File: src/rtl/hc08_tester.sv
// Sequential self-test engine for a quad 2-input AND gate block (HC08).
// Optional Y_IN synchroniser enabled by defining HC08_TESTER_SYNC_EN.
module hc08_tester #(
  parameter int unsigned SETTLE = 2
) (
  input  logic       CLK,
  input  logic       RST_N,
  input  logic       START,
  output logic [4:1] A_OUT,
  output logic [4:1] B_OUT,
  input  logic [4:1] Y_IN,
  output logic       BUSY,
  output logic       DONE,
  output logic       PASS,
  output logic [8:0] ERR_CNT,
  output logic [4:1] FAIL_MASK
);

  typedef enum logic [1:0] {
    S_IDLE,
    S_DRIVE,
    S_SAMPLE,
    S_DONE
  } state_t;

  logic [4:1] y_s;

`ifdef HC08_TESTER_SYNC_EN
  localparam int unsigned SETTLE_EFF = SETTLE + 2;

  logic [4:1] y_meta;
  logic [4:1] y_sync;

  always_ff @(posedge CLK or negedge RST_N) begin
    if (!RST_N) begin
      y_meta <= '0;
      y_sync <= '0;
    end else begin
      y_meta <= Y_IN;
      y_sync <= y_meta;
    end
  end

  assign y_s = y_sync;
`else
  localparam int unsigned SETTLE_EFF = SETTLE;

  assign y_s = Y_IN;
`endif

  localparam logic [8:0] RELOAD = 9'(SETTLE_EFF - 1);

  state_t     state;
  logic [7:0] vec;
  logic [8:0] cnt;
  logic [4:1] expv;
  logic [4:1] mism;

  // Drive values come straight from the vector register, so pins never glitch.
  assign A_OUT = vec[7:4];
  assign B_OUT = vec[3:0];
  assign expv  = A_OUT & B_OUT;
  assign mism  = y_s ^ expv;
  assign PASS  = DONE & (ERR_CNT == '0);

  always_ff @(posedge CLK or negedge RST_N) begin
    if (!RST_N) begin
      state     <= S_IDLE;
      vec       <= '0;
      cnt       <= '0;
      BUSY      <= 1'b0;
      DONE      <= 1'b0;
      ERR_CNT   <= '0;
      FAIL_MASK <= '0;
    end else begin
      case (state)
        S_IDLE, S_DONE: begin
          if (START) begin
            state     <= S_DRIVE;
            vec       <= '0;
            cnt       <= RELOAD;
            BUSY      <= 1'b1;
            DONE      <= 1'b0;
            ERR_CNT   <= '0;
            FAIL_MASK <= '0;
          end
        end
        S_DRIVE: begin
          if (cnt == '0) begin
            state <= S_SAMPLE;
          end else begin
            cnt <= cnt - 9'd1;
          end
        end
        S_SAMPLE: begin
          // Saturate at 256 so a fully broken block reads as all-vectors-failed.
          if ((mism != '0) && (ERR_CNT != 9'd256)) begin
            ERR_CNT <= ERR_CNT + 9'd1;
          end
          FAIL_MASK <= FAIL_MASK | mism;
          if (vec == 8'hFF) begin
            state <= S_DONE;
            BUSY  <= 1'b0;
            DONE  <= 1'b1;
          end else begin
            vec   <= vec + 8'd1;
            cnt   <= RELOAD;
            state <= S_DRIVE;
          end
        end
        default: state <= S_IDLE;
      endcase
    end
  end

endmodule

File: config.mk
export PLATFORM = sky130hd
export DESIGN_NAME = hc08_tester
export DESIGN_NICKNAME = d
export VERILOG_FILES = /design/src/rtl/hc08_tester.sv
export SDC_FILE = /design/constraint.sdc
export NUM_CORES = 1
export LEC_CHECK = 0
export ABC_AREA = 0
export BUFFER_PORTS_ARGS = -buffer_cell sky130_fd_sc_hd__buf_2
export CAP_MARGIN = 30
export CORE_AREA = 2 2 74 58
export DETAILED_ROUTE_END_ITERATION = 10
export DIE_AREA = 0 0 76 60
export PLACE_DENSITY = 0.73
export SLEW_MARGIN = 20
export SYNTH_ARGS = -nofsm -noshare
export SYNTH_HDL_FRONTEND = slang
export SYNTH_SLANG_ARGS = --single-unit
File: constraint.sdc
create_clock -name CLK -period 4.35 [get_ports CLK]
set_clock_uncertainty 0.1 [all_clocks]
set_input_delay 0 -clock CLK [delete_from_list [all_inputs] [get_ports CLK]]
set_output_delay 0 -clock CLK [all_outputs]
set_load 0.02 [all_outputs]
==> results <==
- The category of the most critical setup path is flip-flop to flip-flop.
- The initial antenna violation count is 0.
- The synthesized netlist net count is about 240.
- The area of the die is 4560 µm².
- After synthesis, the largest area contributor takes up 42.1% of total cell area.
- The final-report hold violation count came to 0.
- The residual overflow from global routing is 0.
- At the pin with the least slew margin, the transition time is 0.844 ns.
- The worst path required time is 4.42 ns.
- The worst pin sits at a relative slew slack of 43.5%.
- The HPWL after detailed placement is 3190 µm.
- The aggregate routed wire length is 4520 µm.
- During synthesis, Yosys emitted a total of 0 warnings.
- The initialized floorplan defines 20 standard-cell rows.
- The arrival time of the worst setup path is about 2.7 ns.
- The number of pins exceeding their max-slew limit in the final report is 0.
- The static leakage power is 1.10 nW.
- The uppermost metal layer occupied by signal nets is met4.
- Traced cell by cell, the critical path runs through inv_1, ha_1, mux2i_2, a41oi_2, a21oi_1, a211o_1.
- In this run the post-CTS setup repair buffer count came out at 0.
- The number of buffers and inverters on the critical path is 1.
- The number of port buffers is 30.
- The fraction of the yosys area taken by sequential cells is 42.1%.
- Global routing used 21.3% of the available tracks.
- In this run the worst hold path is classified as primary input to flip-flop.
- After layout, the worst path uses 59.3% of the clock period.
- The flow ran to the end, and the final reports show no timing, DRC or antenna violations.
- The number of cells upsized or downsized after cts is 0.
- Dividing the detail-routed via count by the number of cells gives 5.81.
- The area growth from synthesis to layout is 12.7%.
- The max capacitance violation total is 0.
- The cell area reported after detailed placement is 2190 µm².
- The slack of the worst reg-to-reg path is 1.77 ns.
- In this run the worst path has a maximum fanout of 16.
- Of the cells placed in the final design, the portion with a size suffix greater than 1 is about 16%.
- For this configuration, the core starts out at a cell density of between 50% and 60%.
- In the detailed route, the total length drawn on met3 is 223 µm.
- The I/O pin count is 31.
- In this run the clock root is driven by a clkbuf_8.
- The number of antenna-violating nets in the routed design is 0.
- Counting instances in the post-synthesis netlist gives the leading cell types as 34 x dfrtp_1, 28 x nand2_1, 24 x nor2_1.
- The clock tree from TritonCTS is built.
- At the later pin of the worst-skew pair, clock insertion delay measures about 0.28 ns.
- The shortest period the worst path allows is 2.58 ns.
- The worst setup path is captured at a flip-flop.
- The first-pass GRT wire length is between 7000 and 8000 µm.
- The floorplan step set the die height to 60 µm.
- Across all layers, the routed design uses between 1500 and 2000 vias.
- Yosys mapped a number of flops with a built-in enable equal to 0.
- The number of distinct library cells after synthesis is 48.
- The critical path's slowest cell is a41oi_2.
- Clock-pin slew was measured on the worst setup and hold paths at 0.07 ns.
- Setup repair after global routing left no endpoint under its margin.
- The number of synthesized register bits is 34.
- The post-synthesis async set-or-reset flop share is 100%.
- Buffers inserted during clock tree synthesis total 5.
- The finished cells cover about 2300 µm².
- CTS built an H-tree with a depth of 2.
- In this run the deepest clock path goes through 2 buffers.
- The number of DRC markers in iteration 0 is 159.
- The endpoint of the lowest-slack register-to-register path is ERR_CNT[6].
- The routed wire length per instance is around 15 µm.
- Counting cells, the worst reg-to-reg path comes to 6.
- The maximum number of pins on one net before global-route repair is 35.
- The total routed wire length on the met1 layer is 2330 µm.
- A synthesized cell averages ~8.9 µm².
- The start point of the worst hold path is START.
- Fill cells in the final layout number 337.
- The end point of the critical path is ERR_CNT[6].
- The instance count of the mapped netlist is 227.
- Hold timing on the final database bottoms out at a slack of 0.0485 ns.
- Summed over all instances, the cell type with the most area after synthesis is dfrtp_1.
- The number of antenna diodes in the final layout is 0.
- The timing startpoint of the critical path is state[0].
- The dominant cell by count in the synthesized netlist is dfrtp_1.
- The type of element launching the critical path is a flip-flop.
- The final RePlAce weighted congestion is approximately 0.82.
- The total of endpoints with negative setup slack in the final report is 0.
- In this design, the stage delay of the slowest critical-path cell is 0.58 ns.
- On the critical path the largest part of the delay comes from compound AO/OA/AOI/OAI gates.
- The power per cell area is 488 nW/µm².
- The pre-antenna-repair detailed-routing pass consisted of 4 iterations.
- Summed over all nets, wire length on met2 after detailed routing comes to roughly 1900 µm.
- The number of global-route vias before repair is between 1500 and 2000.
- Measured along the x axis, the die boundary spans 76 µm.
- After synthesis, the cell types taking the most area are dfrtp_1 42%, nand2_1 5.2%, nor2_1 4.5%.
- The CTS sink count is 34.
- The top achievable clock speed is 0.387 GHz.
- The total negative slack for setup checks is 0 ns.
- The origin of the critical flop-to-flop path is state[0].
- The synthesized netlist occupies a cell area of approximately 2000 µm².
- The total DRC errors in the routed layout is 0.
- The final-stage net count is 269.
- The worst voltage drop across the vdd grid is 0.000220 V.
- The count of cell instances traversed by the critical path is 6.
- For this run, the leading register cell type out of synthesis is dfrtp_1.
- The total core area is 3880 µm².
[flip-flops by register name (all words and copies together), names as in the netlist]
signal,cells
BUSY,1
DONE,1
ERR_CNT,9
FAIL_MASK,4
cnt,9
state,2
vec,8
[layout make-up]
| type | count | area (µm²) | area share [%] |
|---|---|---|---|
| multi-input combinational | 176 | 1100 | 48.1 |
| clock buffer | 7 | 76.3 | 3.35 |
| sequential | 34 | 851 | 37.3 |
| inverter | 7 | 26.3 | 1.15 |
| timing repair buffer | 31 | 160 | 7.03 |
| tap | 55 | 68.8 | 3.02 |
[layout by cell type, fill, tap and decap left out, types with 2 or more instances in the layout]
cell type / count
a31oi_1: 4
xor2_1: 8
o21ai_1: 4
nand3b_1: 2
a211o_1: 2
nor3_1: 7
o31ai_1: 2
clkbuf_1: 2
inv_1: 6
a221o_1: 2
a41o_1: 2
nand2_1: 28
nor2b_1: 4
a41oi_1: 2
a31o_1: 2
dfrtp_1: 34
or3_1: 2
a211oi_1: 2
mux2i_1: 2
o21ai_0: 3
ha_1: 7
nor3b_1: 3
nand2b_1: 3
nor2_1: 24
buf_2: 30
and4b_1: 2
clkbuf_8: 5
nand3_1: 12
a22o_1: 3
nand4_1: 7
a21oi_1: 15
and3_1: 6
[worst register-to-register path, stage by stage (launching register included)]
cell and delay (ns):
dfrtp_1 0.41, inv_1 0.07, ha_1 0.50, mux2i_2 0.36
a41oi_2 0.59, a21oi_1 0.12, a211o_1 0.32
[kinds of logic after synthesis]
group / synth area share, %
flip-flops: 42.1
AO/OA/AOI/OAI: 17.2
buffers and inverters: 3.90
AND/OR/NAND/NOR: 26.8
XOR/XNOR: 3.46
adder cells (fa/ha/maj): 4.33
multiplexers: 2.23
[worst min-delay path by stage]
stage	slack, ns	end	cells after the start
6_report	0.05	BUSY	3
5_1_grt	0.06	BUSY	3
4_1_cts	0.04	BUSY	3
3_5_place_dp	0.01	FAIL_MASK[4]	1
3_3_place_gp	0.02	FAIL_MASK[4]	1
2_1_floorplan	-0.40	BUSY	0
[stage by stage]
step	util, %	setup WS, ns	power [mW]	std cells
2_1_floorplan	-	2.34	0.793	227
3_3_place_gp	56.5	1.67	0.882	302
3_5_place_dp	56.5	1.56	0.893	302
4_1_cts	58.7	1.57	1.11	310
5_1_grt	58.8	1.53	1.19	310
6_report	58.8	1.77	1.11	310
[where the power goes]
part / internal (mW) / switching, mW
clock: 0.110 / 0.106
combinational: 0.175 / 0.291
sequential: 0.374 / 0.0576
total: 0.658 / 0.454
[routing by layer]
metal / global-route usage [%] / vias to the layer above
li1: - / 885
met1: 31.6 / 851
met3: 4.68 / 8
met4: 8.31 / 0
met2: 30.4 / 56
met5: 0 / -
[what timing repair did]
action / in CTS / in global routing
hold buffers: 1 / 0
hold endpoints to repair: 34 / 0
endpoints found under the setup margin: 0 / 0
(Power assumes the default switching activity.)
